$ cat src/rtl/rvvi_ack_receiver.sv
// rvvi_ack_receiver: receive end of the RVVI trace link.
// Classifies each accepted frame by minstret against the expected sequence number:
// in-order frames are forwarded and ACKed, duplicates are re-ACKed and dropped,
// frames ahead of expected are dropped without an ACK so the sender replays them.
// Optional feature: define RVVI_RX_STATS_EN to add DupCount/GapCount/ResyncCount outputs.
module rvvi_ack_receiver #(
    parameter int unsigned WIDTH    = 792,
    parameter int unsigned ACKWIDTH = 224,
    parameter int unsigned SEQOFF   = 160,
    parameter int unsigned SEQW     = 64,
    parameter int unsigned ACKDEPTH = 4
) (
    input  logic                clk,
    input  logic                reset,
    input  logic                RxValid,
    input  logic [WIDTH-1:0]    RxData,
    output logic                RxReady,
    output logic                OutValid,
    output logic [WIDTH-1:0]    OutData,
    input  logic                OutReady,
    output logic                AckValid,
    output logic [ACKWIDTH-1:0] AckData,
    input  logic                AckReady,
    output logic [SEQW-1:0]     ExpectedSeq
`ifdef RVVI_RX_STATS_EN
    ,
    output logic [31:0]         DupCount,
    output logic [31:0]         GapCount,
    output logic [31:0]         ResyncCount
`endif
);

    localparam int unsigned AW = $clog2(ACKDEPTH);

    typedef enum logic [0:0] {StRun, StResync} state_e;

    state_e              state_q, state_d;
    logic [SEQW-1:0]     exp_seq_q, exp_seq_d;
    logic                out_valid_q, out_valid_d;
    logic [WIDTH-1:0]    out_data_q, out_data_d;
    logic [AW:0]         wr_ptr_q, wr_ptr_d;
    logic [AW:0]         rd_ptr_q, rd_ptr_d;
    // Only the sequence field of an ACK is non-zero, so only that is stored.
    logic [SEQW-1:0]     ack_mem_q [ACKDEPTH];

    logic [SEQW-1:0]     rx_seq;
    logic [SEQW-1:0]     seq_diff;
    logic                is_inorder, is_dup, is_gap;
    logic                rx_fire;
    logic                ack_full, ack_empty, ack_push, ack_pop;
    logic                enter_resync;

    // Frame classification, FIFO status and link handshake.
    always_comb begin
        rx_seq     = RxData[SEQOFF +: SEQW];
        seq_diff   = rx_seq - exp_seq_q;
        is_inorder = (seq_diff == '0);
        is_dup     = ~is_inorder & seq_diff[SEQW-1];
        is_gap     = ~is_inorder & ~seq_diff[SEQW-1];
        ack_empty  = (wr_ptr_q == rd_ptr_q);
        ack_full   = (wr_ptr_q[AW] != rd_ptr_q[AW]) &&
                     (wr_ptr_q[AW-1:0] == rd_ptr_q[AW-1:0]);
        // Registered full keeps push-while-full impossible even when a pop is pending.
        RxReady    = reset & ~ack_full & (~out_valid_q | OutReady);
        rx_fire    = RxValid & RxReady;
        ack_push   = rx_fire & (is_inorder | is_dup);
        ack_pop    = ~ack_empty & AckReady;
    end

    // Next state of the expected sequence, output register and ACK FIFO pointers.
    always_comb begin
        exp_seq_d   = exp_seq_q;
        out_valid_d = out_valid_q;
        out_data_d  = out_data_q;
        wr_ptr_d    = wr_ptr_q;
        rd_ptr_d    = rd_ptr_q;
        if (out_valid_q && OutReady) begin
            out_valid_d = 1'b0;
        end
        // A new in-order frame may replace the one popped this cycle.
        if (rx_fire && is_inorder) begin
            out_valid_d = 1'b1;
            out_data_d  = RxData;
            exp_seq_d   = exp_seq_q + SEQW'(1);
        end
        if (ack_push) begin
            wr_ptr_d = wr_ptr_q + (AW+1)'(1);
        end
        if (ack_pop) begin
            rd_ptr_d = rd_ptr_q + (AW+1)'(1);
        end
    end

    // Datapath registers with synchronous active-low reset.
    always_ff @(posedge clk) begin
        if (!reset) begin
            exp_seq_q   <= '0;
            out_valid_q <= 1'b0;
            out_data_q  <= '0;
            wr_ptr_q    <= '0;
            rd_ptr_q    <= '0;
        end else begin
            exp_seq_q   <= exp_seq_d;
            out_valid_q <= out_valid_d;
            out_data_q  <= out_data_d;
            wr_ptr_q    <= wr_ptr_d;
            rd_ptr_q    <= rd_ptr_d;
        end
    end

    // ACK storage; contents are don't-care while the pointers say empty.
    always_ff @(posedge clk) begin
        if (ack_push) begin
            ack_mem_q[wr_ptr_q[AW-1:0]] <= rx_seq;
        end
    end

    // Drive outputs from registered state.
    always_comb begin
        OutValid                   = out_valid_q;
        OutData                    = out_data_q;
        ExpectedSeq                = exp_seq_q;
        AckValid                   = ~ack_empty;
        AckData                    = '0;
        AckData[SEQOFF +: SEQW]    = ack_mem_q[rd_ptr_q[AW-1:0]];
    end

    // Resync FSM state register.
    always_ff @(posedge clk) begin
        if (!reset) begin
            state_q <= StRun;
        end else begin
            state_q <= state_d;
        end
    end

    // Resync FSM next state: a gap starts resync, the next in-order frame ends it.
    always_comb begin
        state_d = state_q;
        unique case (state_q)
            StRun:    if (rx_fire && is_gap)     state_d = StResync;
            StResync: if (rx_fire && is_inorder) state_d = StRun;
            default:  state_d = StRun;
        endcase
    end

    // Resync FSM output: pulse on each RUN to RESYNC transition.
    always_comb begin
        enter_resync = (state_q == StRun) & rx_fire & is_gap;
    end

`ifdef RVVI_RX_STATS_EN
    logic [31:0] dup_cnt_q, dup_cnt_d;
    logic [31:0] gap_cnt_q, gap_cnt_d;
    logic [31:0] rsy_cnt_q, rsy_cnt_d;

    // Saturating event counters.
    always_comb begin
        dup_cnt_d = dup_cnt_q;
        gap_cnt_d = gap_cnt_q;
        rsy_cnt_d = rsy_cnt_q;
        if (rx_fire && is_dup && (dup_cnt_q != '1)) begin
            dup_cnt_d = dup_cnt_q + 32'd1;
        end
        if (rx_fire && is_gap && (gap_cnt_q != '1)) begin
            gap_cnt_d = gap_cnt_q + 32'd1;
        end
        if (enter_resync && (rsy_cnt_q != '1)) begin
            rsy_cnt_d = rsy_cnt_q + 32'd1;
        end
    end

    // Counter registers.
    always_ff @(posedge clk) begin
        if (!reset) begin
            dup_cnt_q <= '0;
            gap_cnt_q <= '0;
            rsy_cnt_q <= '0;
        end else begin
            dup_cnt_q <= dup_cnt_d;
            gap_cnt_q <= gap_cnt_d;
            rsy_cnt_q <= rsy_cnt_d;
        end
    end

    assign DupCount    = dup_cnt_q;
    assign GapCount    = gap_cnt_q;
    assign ResyncCount = rsy_cnt_q;
`else
    logic unused_stats;
    assign unused_stats = enter_resync;
`endif

endmodule

$ cat config.mk
export PLATFORM = sky130hd
export DESIGN_NAME = rvvi_ack_receiver
export DESIGN_NICKNAME = d
export VERILOG_FILES = /design/src/rtl/rvvi_ack_receiver.sv
export SDC_FILE = /design/constraint.sdc
export NUM_CORES = 2
export LEC_CHECK = 0
export BUFFER_PORTS_ARGS = -buffer_cell sky130_fd_sc_hd__buf_4
export CAP_MARGIN = 20
export CORE_AREA = 2 2 726 728
export CTS_CLUSTER_DIAMETER = 40
export DETAILED_ROUTE_END_ITERATION = 6
export DIE_AREA = 0 0 728 730
export HOLD_SLACK_MARGIN = 0.15
export PLACE_DENSITY_LB_ADDON = 0.15
export SLEW_MARGIN = 15
export SYNTH_ARGS = -nofsm -noshare
export SYNTH_HDL_FRONTEND = slang
export SYNTH_SLANG_ARGS = --single-unit
$ cat constraint.sdc
create_clock -name clk -period 22.9 [get_ports clk]
set_input_delay 2.29 -clock clk [delete_from_list [all_inputs] [get_ports clk]]
set_output_delay 2.29 -clock clk [all_outputs]
set_load 0.005 [all_outputs]
==> flow_metrics.env <==
export IMPL_status="completed"
export IMPL_drc_errors=0
export IMPL_post_route_cell_area_um2=77800
export IMPL_cap_viol_max_count=0
export IMPL_hold_end="OutData[234]"
export IMPL_required_ns=23.76
export IMPL_clock_path_buffers=4
export IMPL_hold_depth=2
export IMPL_hold_buffers=0
export IMPL_rows=266
export IMPL_synthFlopType="dfxtp_1"
export IMPL_vias=48100
export IMPL_io_buffers=1719
export IMPL_ys_ff_latch=1121
export IMPL_max_freq_mhz=100
export IMPL_die_area_um2=531000
export IMPL_maxSlewHeadroom_pct=20.1
export IMPL_hp_start="OutData[234]"
export IMPL_area_delta_synth_final_pct=68.9
export IMPL_wl_per_cell_um=30.9
export IMPL_ys_seq_area_share_pct=54.2
export IMPL_num_fill_cells=59500
export IMPL_post_cts_buffers=0
export IMPL_ys_types=80
export IMPL_ctsHtreeMaxLevel=5
export IMPL_routabilityCongestion=0.974
export IMPL_clock_skew_ns=0.0803
export IMPL_grt_max_degree=181
export IMPL_synthTopCellsByArea="dfxtp_1, edfxtp_1, nand2_1, a21oi_1, mux4_2"
export IMPL_clock_power_share_pct=66.3
export IMPL_die_h_um=730
export IMPL_synth_most_common_cell="nand2_1"
export IMPL_pwr_share_seq_pct=28.2
export IMPL_cts_tree="done"
export IMPL_antenna_left=0
export IMPL_drtIter0Drc=3289
export IMPL_fin_crit_sh_pct=43.6
export IMPL_numCtsBuffers=327
export IMPL_path_class="input pin to flop"
export IMPL_cts_sinks=1121
export IMPL_clk_pin_slew_worst_paths_ns=0.05
export IMPL_drv_slew=0
export IMPL_synth_warnings=0
export IMPL_cp_arrival_ns=10.83
export IMPL_multi_input_area_um2=18700
export IMPL_p_leak_nw=28.5
export IMPL_r2r_start="ExpectedSeq[28]"
export IMPL_power_frac_comb_pct=5.5
export IMPL_rsz0062_at_grt="no"
export IMPL_overflow=0
export IMPL_worstMarginPinSlew_ns=1.20
export IMPL_drt_total_wl_mm=440
export IMPL_path_max_fanout=86
export IMPL_p_sw_share_pct=24.7
export IMPL_hold_viol=0
export IMPL_fin_nets=7831
export IMPL_r2r_end="OutData[326]"
export IMPL_clkLatencyLatePin_ns=0.96
export IMPL_grt_first_pass_wirelength_mm=546
export IMPL_core_um2=524000
export IMPL_antenna_found_initial=299
export IMPL_regArea_um2=25000
export IMPL_die_w_um=728
export IMPL_rrSetupSlack_ns=13.74
export IMPL_setup_tns_ns=0
export IMPL_post_dp_hpwl_mm=367
export IMPL_syn_area_per_cell_um2=8.83
export IMPL_cp_end_kind="flop"
export IMPL_ioPinCount=1880
export IMPL_cts_root_buf="clkbuf_16"
export IMPL_cts_resized=0
export IMPL_setup_viol=0
export IMPL_yosysTopAreaCellShare_pct=37.6
export IMPL_drive_gt1_share_pct=33.7
export IMPL_p_int_mw=5.46
export IMPL_viasPerCell=3.37
export IMPL_worst_hold_path_type="flop to flop"
export IMPL_power_per_cell_area_nw_per_um2=93.1
export IMPL_initial_core_util_pct=8.80
export IMPL_async_flop_share_pct=0
export IMPL_synth_commonest_cells="nand2_1, a21oi_1, dfxtp_1"
export IMPL_grt_pass1_vias=47600
export IMPL_period_minus_slack_ns=9.98
export IMPL_netlist_area_um2=46100
export IMPL_grt_usage_pct=15.8
export IMPL_vdd_drop_max_uv=52.6
export IMPL_placed_area_um2=66200
export IMPL_synth_edf_count=256
export IMPL_worstSetupStartpointType="input pin"
export IMPL_synth_top_area_cell="dfxtp_1"
export IMPL_worstRegToRegCells=19
export IMPL_power_switching_mw=1.79
export IMPL_synthCells=5222
export IMPL_first_pass_iters=5
[cell type report]
class / instances / area share, %
Sequential cell: 1121 / 32.1
Timing Repair Buffer: 1769 / 17.2
Antenna cell: 40 / 0.129
Multi-Input combinational cell: 3657 / 24.1
Tap cell: 6968 / 11.2
Clock buffer: 438 / 11.8
Inverter: 89 / 0.439
Clock inverter: 165 / 3.02
[cell families after synthesis]
kind of cell             after synthesis  synth area share [%]
adder cells (fa/ha/maj)               69                  1.87
flip-flops                          1121                  54.2
multiplexers                          73                  3.32
other                                  1               0.00814
buffers and inverters                603                  6.50
AND/OR/NAND/NOR                     2090                  18.6
XOR/XNOR                              31                 0.589
AO/OA/AOI/OAI                       1234                  14.9
[worst max path at each step]
stage                                 end   startpoint
after CTS                    OutData[412]  RxData[167]
after floorplan           ack_mem_q[0][0]  RxData[162]
after global routing         OutData[326]  RxData[167]
after detailed placement     OutData[351]  RxData[167]
after global placement       OutData[331]  RxData[191]
final                        OutData[326]  RxData[187]
[power groups by stage]
stage | clock [mW] | combinational (mW) | sequential (mW)
after floorplan | 0 | 0.155 | 2.07
after global placement | 0 | 0.405 | 2.08
after detailed placement | 0 | 0.404 | 2.08
after CTS | 4.93 | 0.406 | 2.04
after global routing | 5.02 | 0.425 | 2.04
final | 4.81 | 0.399 | 2.04
[placed cells by master, fill, tap and decap left out, drive strengths merged, types with 13 or more instances in the layout]
cell type | synthesis | routed
a31o | 34 | 34
o31ai | 29 | 29
ha | 69 | 69
inv | 89 | 100
or4 | 34 | 34
o21a | 18 | 18
clkbuf | 258 | 438
buf | 256 | 1769
bufinv | 0 | 39
conb | 1 | 160
and4 | 13 | 13
mux4 | 64 | 64
nor4 | 16 | 16
dfxtp | 865 | 865
nand3 | 41 | 41
and3 | 23 | 23
nor3 | 45 | 45
a21oi | 957 | 957
nor2 | 101 | 101
clkinv | 0 | 83
edfxtp | 256 | 256
nand4 | 77 | 77
o21ai | 80 | 80
xor2 | 19 | 19
clkinvlp | 0 | 32
nand2 | 1703 | 1703
diode | 0 | 40
[flip-flops by register name, indices dropped and copies added (netlist names), named ones only]
register	count
ExpectedSeq	64
OutData	792
OutValid	1
ack_mem_q	256
rd_ptr_q	3
wr_ptr_q	3
[per-layer routing]
metal | vias to the layer above | wire (um) | global-route usage [%]
met5 | - | 558 | 0
met4 | 86 | 9190 | 2.85
met3 | 751 | 46600 | 7.08
met2 | 2218 | 192000 | 24.4
met1 | 23800 | 191000 | 20.2
li1 | 21200 | - | -
[stage by stage]
stage               utilization [%]  total power, mW  worst slack [ns]  std cells  hold WS, ns
floorplan                         -             2.23             13.46       5381        0.448
global placement               12.6             2.48             11.88      13600        0.440
detailed placement             12.6             2.48             11.85      13600        0.445
CTS                            14.9             7.38             12.83      14200        0.450
global route                   14.9             7.49             12.30      14200        0.461
finish                         14.9             7.25             12.92      14200        0.447
[critical path, stage by stage]
cell       delay (ns)
buf_4            0.15
ha_1             0.54
nand2_1          0.19
nor2_1           0.41
nand2_1          0.33
a2111oi_2        0.66
o31a_1           0.31
nor3_1           0.08
nor2_1           0.31
or4_1            0.17
or4_1            0.19
or4_4            0.72
buf_4            0.75
buf_4            0.68
buf_4            0.63
buf_4            0.74
buf_4            0.88
nand2_1          0.14
a21oi_1          0.16
Power figures use the tool's default switching activity.
